[config.mk]
export PLATFORM = sky130hd
export DESIGN_NAME = led_fade_pwm
export DESIGN_NICKNAME = d
export VERILOG_FILES = /design/src/rtl/led_pkg.sv /design/src/rtl/led_fade_chan.sv /design/src/rtl/led_fade_pwm.sv
export SDC_FILE = /design/constraint.sdc
export NUM_CORES = 1
export LEC_CHECK = 0
export CAP_MARGIN = 20
export CELL_PAD_IN_SITES_DETAIL_PLACEMENT = 0
export CELL_PAD_IN_SITES_GLOBAL_PLACEMENT = 1
export CORE_ASPECT_RATIO = 1.2
export CORE_MARGIN = 2
export CORE_UTILIZATION = 25
export CTS_BUF_LIST = sky130_fd_sc_hd__clkbuf_2
export DETAILED_ROUTE_END_ITERATION = 10
export PLACE_DENSITY_LB_ADDON = 0.1
export SYNTH_ARGS = -nofsm -noshare
export SYNTH_HDL_FRONTEND = slang
export SYNTH_HIERARCHICAL = 1
export SYNTH_SLANG_ARGS = --single-unit
[constraint.sdc]
create_clock -name CLK -period 5 [get_ports CLK]
set_input_delay 1 -clock CLK [delete_from_list [all_inputs] [get_ports CLK]]
set_output_delay 1 -clock CLK [all_outputs]
set_load 0.01 [all_outputs]
[src/rtl/led_pkg.sv]
// Shared types and constants for the LED fade output stage.
package led_pkg;

  // Default brightness resolution; the top can override it per instance.
  localparam int unsigned PwmBitsDefault = 8;

  typedef logic [PwmBitsDefault-1:0] level_t;

  typedef enum logic [1:0] {
    StOff,
    StRising,
    StOn,
    StFalling
  } chan_state_e;

  // The DS_* pins light an LED when driven low.
  localparam logic LedActiveLow = 1'b1;

endpackage

[src/rtl/led_fade_chan.sv]
// One LED channel: brightness level, fade FSM and registered PWM output bit.
module led_fade_chan
  import led_pkg::*;
#(
  parameter int unsigned PwmBits = PwmBitsDefault
) (
  input  logic               clk_i,
  input  logic               rst_ni,
  input  logic [PwmBits-1:0] target_i,
  input  logic               step_i,
  input  logic [PwmBits-1:0] pwm_cnt_i,
  input  logic               en_i,
  input  logic               pattern_i,
  output logic               led_o,
  output logic               busy_o
);

  localparam logic [PwmBits-1:0] Max   = {PwmBits{1'b1}};
  localparam logic [PwmBits-1:0] MaxM1 = Max - 1'b1;
  localparam logic [PwmBits-1:0] One   = {{(PwmBits-1){1'b0}}, 1'b1};

  chan_state_e        state_q, state_d;
  logic [PwmBits-1:0] level_q, level_d;
  logic               led_q, led_d;
  logic               tgt_on;
  logic               lit;

  assign tgt_on = (target_i == Max);

  // Next level/state: bypass tracks the target, fade mode moves one LSB per step.
  always_comb begin
    state_d = state_q;
    level_d = level_q;
    if (!en_i) begin
      level_d = target_i;
      state_d = tgt_on ? StOn : StOff;
    end else if (step_i) begin
      unique case (state_q)
        StOff: begin
          if (tgt_on) begin
            level_d = level_q + 1'b1;
            state_d = (level_q == MaxM1) ? StOn : StRising;
          end
        end
        StRising: begin
          // A reversal only turns the direction; the level holds for this step.
          if (!tgt_on) begin
            state_d = StFalling;
          end else begin
            level_d = level_q + 1'b1;
            if (level_q == MaxM1) state_d = StOn;
          end
        end
        StOn: begin
          if (!tgt_on) begin
            level_d = level_q - 1'b1;
            state_d = (level_q == One) ? StOff : StFalling;
          end
        end
        StFalling: begin
          if (tgt_on) begin
            state_d = StRising;
          end else begin
            level_d = level_q - 1'b1;
            if (level_q == One) state_d = StOff;
          end
        end
        default: state_d = StOff;
      endcase
    end
  end

  // Lit decision and output polarity; bypass forwards the synchronized pattern.
  always_comb begin
    lit   = (level_q == Max) | (pwm_cnt_i < level_q);
    led_d = en_i ? (lit ^ LedActiveLow) : pattern_i;
  end

  // Bypass never reports busy, so a pattern change there cannot flag a fade.
  assign busy_o = en_i & (level_q != target_i);
  assign led_o  = led_q;

  // Channel state registers; reset leaves the LED dark.
  always_ff @(posedge clk_i or negedge rst_ni) begin
    if (!rst_ni) begin
      state_q <= StOff;
      level_q <= '0;
      led_q   <= LedActiveLow;
    end else begin
      state_q <= state_d;
      level_q <= level_d;
      led_q   <= led_d;
    end
  end

endmodule

[src/rtl/led_fade_pwm.sv]
// LED output stage: synchronizes the shifter pattern and fades each LED by PWM.
module led_fade_pwm
  import led_pkg::*;
#(
  parameter int unsigned N_LED    = 4,
  parameter int unsigned PWM_BITS = PwmBitsDefault,
  parameter int unsigned FADE_DIV = 94
) (
  input  logic             CLK,
  input  logic             RST_n,
  input  logic [N_LED-1:0] led_in,
  input  logic             en,
  output logic [N_LED-1:0] led_out,
  output logic             busy
);

  localparam logic [PWM_BITS-1:0] Max      = {PWM_BITS{1'b1}};
  localparam int unsigned         FadeW    = (FADE_DIV > 1) ? $clog2(FADE_DIV) : 1;
  localparam logic [FadeW-1:0]    FadeLast = FadeW'(FADE_DIV - 1);

  logic [N_LED-1:0]    sync1_q, led_s_q;
  logic [PWM_BITS-1:0] pwm_cnt_q, pwm_cnt_d;
  logic [FadeW-1:0]    fade_cnt_q, fade_cnt_d;
  logic                busy_q, busy_d;
  logic                wrap, step;
  logic [N_LED-1:0]    chan_busy;

  // Period counter and fade divider; step marks a period boundary.
  always_comb begin
    wrap       = (pwm_cnt_q == Max);
    step       = wrap && (fade_cnt_q == FadeLast);
    pwm_cnt_d  = pwm_cnt_q + 1'b1;
    fade_cnt_d = fade_cnt_q;
    if (wrap) fade_cnt_d = step ? '0 : fade_cnt_q + 1'b1;
    busy_d     = |chan_busy;
  end

  for (genvar i = 0; i < N_LED; i++) begin : g_chan
    logic [PWM_BITS-1:0] target;
    assign target = (led_s_q[i] ^ LedActiveLow) ? Max : '0;

    led_fade_chan #(
      .PwmBits(PWM_BITS)
    ) u_chan (
      .clk_i    (CLK),
      .rst_ni   (RST_n),
      .target_i (target),
      .step_i   (step),
      .pwm_cnt_i(pwm_cnt_q),
      .en_i     (en),
      .pattern_i(led_s_q[i]),
      .led_o    (led_out[i]),
      .busy_o   (chan_busy[i])
    );
  end

  assign busy = busy_q;

  // Two-flop synchronizer for the slow-domain pattern, plus shared counters.
  always_ff @(posedge CLK or negedge RST_n) begin
    if (!RST_n) begin
      sync1_q    <= '1;
      led_s_q    <= '1;
      pwm_cnt_q  <= '0;
      fade_cnt_q <= '0;
      busy_q     <= 1'b0;
    end else begin
      sync1_q    <= led_in;
      led_s_q    <= sync1_q;
      pwm_cnt_q  <= pwm_cnt_d;
      fade_cnt_q <= fade_cnt_d;
      busy_q     <= busy_d;
    end
  end

endmodule

# Word level (Yosys, flattened, before mapping)
# Index checks and enable logic that the tools add are counted.
# word_totals
register_bits	68
out_inout_bits	5
elab_cells	201
input_bits	7
# op_classes
bitwise	12
n_reduce_logical	22
mux	77
n_lt_le_gt_ge	4
add_sub_neg	10
n_eq_ne	59
# ops
op	count
2-to-1 mux 8 bit	20
equality test 8 bit, second input constant	13
2-to-1 mux 2 bit	44
one-hot mux 8 bit (2 select lines)	4
adder 8 x 1 -> 8 bit, second input constant	5
equality test 8 x 1 -> 1 bit, second input constant	4
< comparator 8 bit	4
!= test 8 bit	4
one-hot mux 2 bit (4 select lines)	4
subtractor 8 x 1 -> 8 bit, second input constant	4
!= test 3 x 2 -> 1 bit, second input constant	8
!= test 3 bit, second input constant	8
AND reduction 5 bit	4
equality test 2 bit, second input constant	8
!= test 4 x 2 -> 1 bit, second input constant	4
!= test 4 bit, second input constant	4
OR reduction 2 bit	8
AND reduction 3 bit	4
equality test 2 x 1 -> 1 bit, second input constant	4
logical NOT 2 bit	4
adder 7 x 1 -> 7 bit, second input constant	1
equality test 7 bit, second input constant	1
2-to-1 mux 7 bit	1
AND 1 bit	4
6 further kinds	15

# Longest topological paths before layout
# depth
word_depth	6
depth_mapped	11
ltp_nobuf	9

# Hierarchy
# The synthesis kept the hierarchy.
# by_module_without_submodules
module	instances	cells_per_inst	seq_area_each_um2	area_each_um2
led_fade_chan at g_chan[0].u_chan ...	3	138	276.5	1154.9
led_fade_chan at g_chan[1].u_chan	1	135	276.5	1112.3
led_fade_pwm	1	84	610.6	1017.2

# Worst setup path after synthesis
# No wires, ideal clock.
# synth_path
kind	reg2reg
start	reg pwm_cnt_q[1]
end	reg g_chan[1].u_chan.level_q[6]
setup_ns	0.137
required_time_ns	4.863
stages_incl_launch_ff	12
synth_period_minus_slack_ns	3.640
setup_slack_ns	1.360
t_arrival_ns	3.502
path_buffers	2
cell_sequence	dfrtp_1 > ha_1 > and3_1 > clkbuf_1 > nand2_1 > nor3_1 > nor2b_1 > or3b_1 > buf_2 > a211oi_2 > xnor2_1 > a21oi_1
# synth_between
elab_chain_len	4
# synth_lines
element	line_no	rtl
from (decl)	led_fade_pwm.sv:22	logic [PWM_BITS-1:0] pwm_cnt_q, pwm_cnt_d;
from (signal assigned)	led_fade_pwm.sv:70	pwm_cnt_q <= pwm_cnt_d;
equality test 8 bit	led_fade_pwm.sv:30	wrap = (pwm_cnt_q == Max);
logical AND 1 bit	led_fade_pwm.sv:31	step = wrap && (fade_cnt_q == FadeLast);
named net step	led_fade_pwm.sv:25	logic wrap, step;
!= test 2 x 1 -> 1 bit (no line)	n/a	
AND reduction 3 bit (no line)	n/a	
to (signal assigned)	led_fade_chan.sv:91	level_q <= level_d;
to (decl)	led_fade_chan.sv:23	logic [PwmBits-1:0] level_q, level_d;
# The timed path passes the listed nets, and every way through them passes these cells.
# A chain may end at the register's enable or synchronous reset.

# Worst setup path after layout
# layout_path
start	reg pwm_cnt_q[1]
end	reg g_chan[0].u_chan.level_q[1]
# layout_between
elab_chain_len	4
# layout_lines
element	line_no
equality test 8 bit	led_fade_pwm.sv:30
logical AND 1 bit	led_fade_pwm.sv:31
named net step	led_fade_pwm.sv:25
!= test 2 x 1 -> 1 bit (no line)	n/a
AND reduction 3 bit (no line)	n/a
to (signal assigned)	led_fade_chan.sv:91
to (decl)	led_fade_chan.sv:23
# The timed path passes the listed nets, and every way through them passes these cells.

==> results.json <==
{
  "critPathKind": "register to register",
  "crit_slowest_cell": "dfrtp_1",
  "rsz0062_at_grt": "false",
  "syn_inst": 633,
  "dpl_cell_area_sq_um": 6000,
  "avgViaCountPerCell": 5.12,
  "drt_iter0_markers": 213,
  "yosysTopAreaCell": "dfrtp_1",
  "grt_max_degree": 89,
  "chipWidth_um": 141,
  "fmax_ghz": 0.332,
  "io_pins": 12,
  "drive_above_1_share": 0.116,
  "htreeDepth": 3,
  "synthArstFlopShare": 1.00,
  "syn_to_final_growth_pct": 9.55,
  "wl_met3_um": 358,
  "hold_buffers": 0,
  "crit_fanout": 28,
  "drv_cap": 0,
  "avgRoutedWirePerCell_um": 16.7,
  "ys_types": 56,
  "seq_area_frac_synth": 0.307,
  "port_buffers": 11,
  "top_layer_used": "met4",
  "finalMaxSlewViolations": 0,
  "tns_ps": 0,
  "grt_overflow": 0,
  "cts_tree": "done",
  "layout.nets": 690,
  "fin_crit_sh": 0.602,
  "syn_area_sq_um": 5590,
  "grt_usage": 0.136,
  "layout_min_cycle_time_ps": 3010,
  "ys_ff_latch": 68,
  "synth_common_cells": "dfrtp_1, ha_1, inv_1",
  "path_common_cell": "and3_1",
  "synth_most_common_cell": "dfrtp_1",
  "fin_hold_ws_ps": 371,
  "hold_viol": 0,
  "wl_um": 15300,
  "vdd_drop_max_uv": 101,
  "start_kind": "register",
  "die_y_um": 168,
  "drc_errors": 0,
  "setup_violations": 0,
  "clockBufferDepth": 2,
  "postLayoutCellArea_sq_um": 6130,
  "antenna_found_initial": 1,
  "clkSinkCount": 68,
  "start_util": 0.256,
  "clkTransAtPathRegs_ps": 260,
  "grt_pass1_wl_um": 25600,
  "ys_top_cells_by_area": "dfrtp_1, ha_1, xor2_1",
  "p_leak_nw": 2.47,
  "wl_met2_um": 7570,
  "synth-edff-count": 0,
  "drtAntennaViolNets": 0,
  "p_per_area_nw_per_um2": 212,
  "cts-buffers-inserted": 9,
  "final.setup_skew_ps": 52.6,
  "grt_pass1_vias": 4749,
  "coreArea_sq_um": 21900,
  "gp_congestion": 0.759,
  "rows": 59,
  "worstMarginPinSlew_ps": 990,
  "ys.warnings.count": 6,
  "vias": 4692,
  "met1_length_um": 7230,
  "worstPathRequired_ps": 5440,
  "critPathCaptureType": "register",
  "cts_resized": 0,
  "hold_path.class": "register to register",
  "total_power_mw": 1.30,
  "cts_setup_buffers": 0,
  "crit_path_cell_trace": "ha_1 > and3_1 > nand2_1 > nor3_2 > buf_4 > nor2b_1 > and3_1 > or2_2 > o21ai_0 > mux2_2",
  "dp_hpwl_um": 10800,
  "avgSynthCellArea_sq_um": 8.84,
  "yosys_most_used_dff": "dfrtp_1",
  "cts-root-buf": "clkbuf_2",
  "clock_latency_ps": 580,
  "worst_ep_arrival_time_ps": 3450,
  "synth_top_area_share": 0.251,
  "timing.slew.headroom": 0.339,
  "syn_nets": 687,
  "status": "complete, no violations",
  "cpPeakStageDelay_ps": 550,
  "dieArea_sq_um": 23600,
  "dr.pass1.iters": 4
}
==> metrics by stage <==
stage | cells | util | worst slack, ps
final | 917 | 0.280 | 1990
after global routing | 917 | 0.280 | 1760
after CTS | 914 | 0.280 | 1960
after detailed placement | 899 | 0.274 | 2030
after global placement | 899 | 0.274 | 2120
after floorplan | 633 | - | 1360
==> critical path, delay by kind of cell (launching register included) <==
kind                       cells  cell delay, ps
and+or+nand+nor                6            1360
muxes                          1             270
adders and majority gates      1             260
DFF                            1             550
AOI/OAI and AO/OA              1              80
buffers and inverters          1             340
==> layout by cell type (no fill, tap or decap), types with 8 or more instances in the layout <==
master           instances
nor3_1                  11
o211ai_1                 8
mux2_2                  10
nand2b_1                10
nor4_1                  16
a31oi_1                  8
inv_1                   47
clkdlybuf4s50_1          9
nor2_1                  37
o21ai_0                 34
a21oi_1                 35
nand4b_1                10
ha_1                    47
xnor2_1                 28
nand2_1                 27
nand4_1                 19
dfrtp_1                 56
o22ai_1                 10
clkbuf_2                 9
dfstp_2                 12
or4_1                    9
nand3_1                 27
a21boi_0                 8
xor2_1                  39
==> routing by layer <==
metal / track usage / up-vias
li1: - / 2357
met1: 0.176 / 2262
met2: 0.233 / 60
met3: 0.0219 / 13
met4: 0.0409 / 0
met5: 0 / -
==> final cells by class <==
type	count	area, sq um
multi-input combinational	495	3610
timing repair buffer	15	145
tap	274	343
antenna	3	7.51
clock buffer	9	45.0
fill	2358	15700
sequential	68	1720
inverter	47	176
clock inverter	6	80.1
==> final timing paths <==
path,startpoint,end,slack (ps),depth (start not counted)
setup / recovery,pwm_cnt_q[1],g_chan[0].u_chan/level_q[1],1990,10
hold / removal,sync1_q[2],led_s_q[2],370,0
setup reg to reg,pwm_cnt_q[1],g_chan[0].u_chan/level_q[1],1990,10
hold reg to reg,sync1_q[2],led_s_q[2],370,0
max in group asynchronous,RST_n,fade_cnt_q[2],3800,1
min in group asynchronous,RST_n,g_chan[1].u_chan/level_q[4],540,1
==> where the power goes <==
part           internal (mW)  switching (mW)  total (mW)
clock network          0.159           0.227       0.386
registers              0.587          0.0658       0.653
logic                  0.109           0.149       0.258
total                  0.855           0.441        1.30
==> logic make-up after synthesis <==
logic type / Yosys count / synth area share
AOI/OAI and AO/OA: 144 / 0.166
xor gates and xnor gates: 67 / 0.105
adders and majority gates: 47 / 0.105
buffers and inverters: 70 / 0.0479
DFF: 68 / 0.307
muxes: 16 / 0.0311
and+or+nand+nor: 221 / 0.239
==> sequential cells by signal (all words and copies together), names as in the netlist <==
register,flops
led_s_q,4
sync1_q,4
busy,1
g_chan.u_chan/level_q,32
pwm_cnt_q,8
fade_cnt_q,7
g_chan.u_chan/state_q,8
g_chan.u_chan/led_o,4
Note: power is estimated with default switching activity, not from simulation.
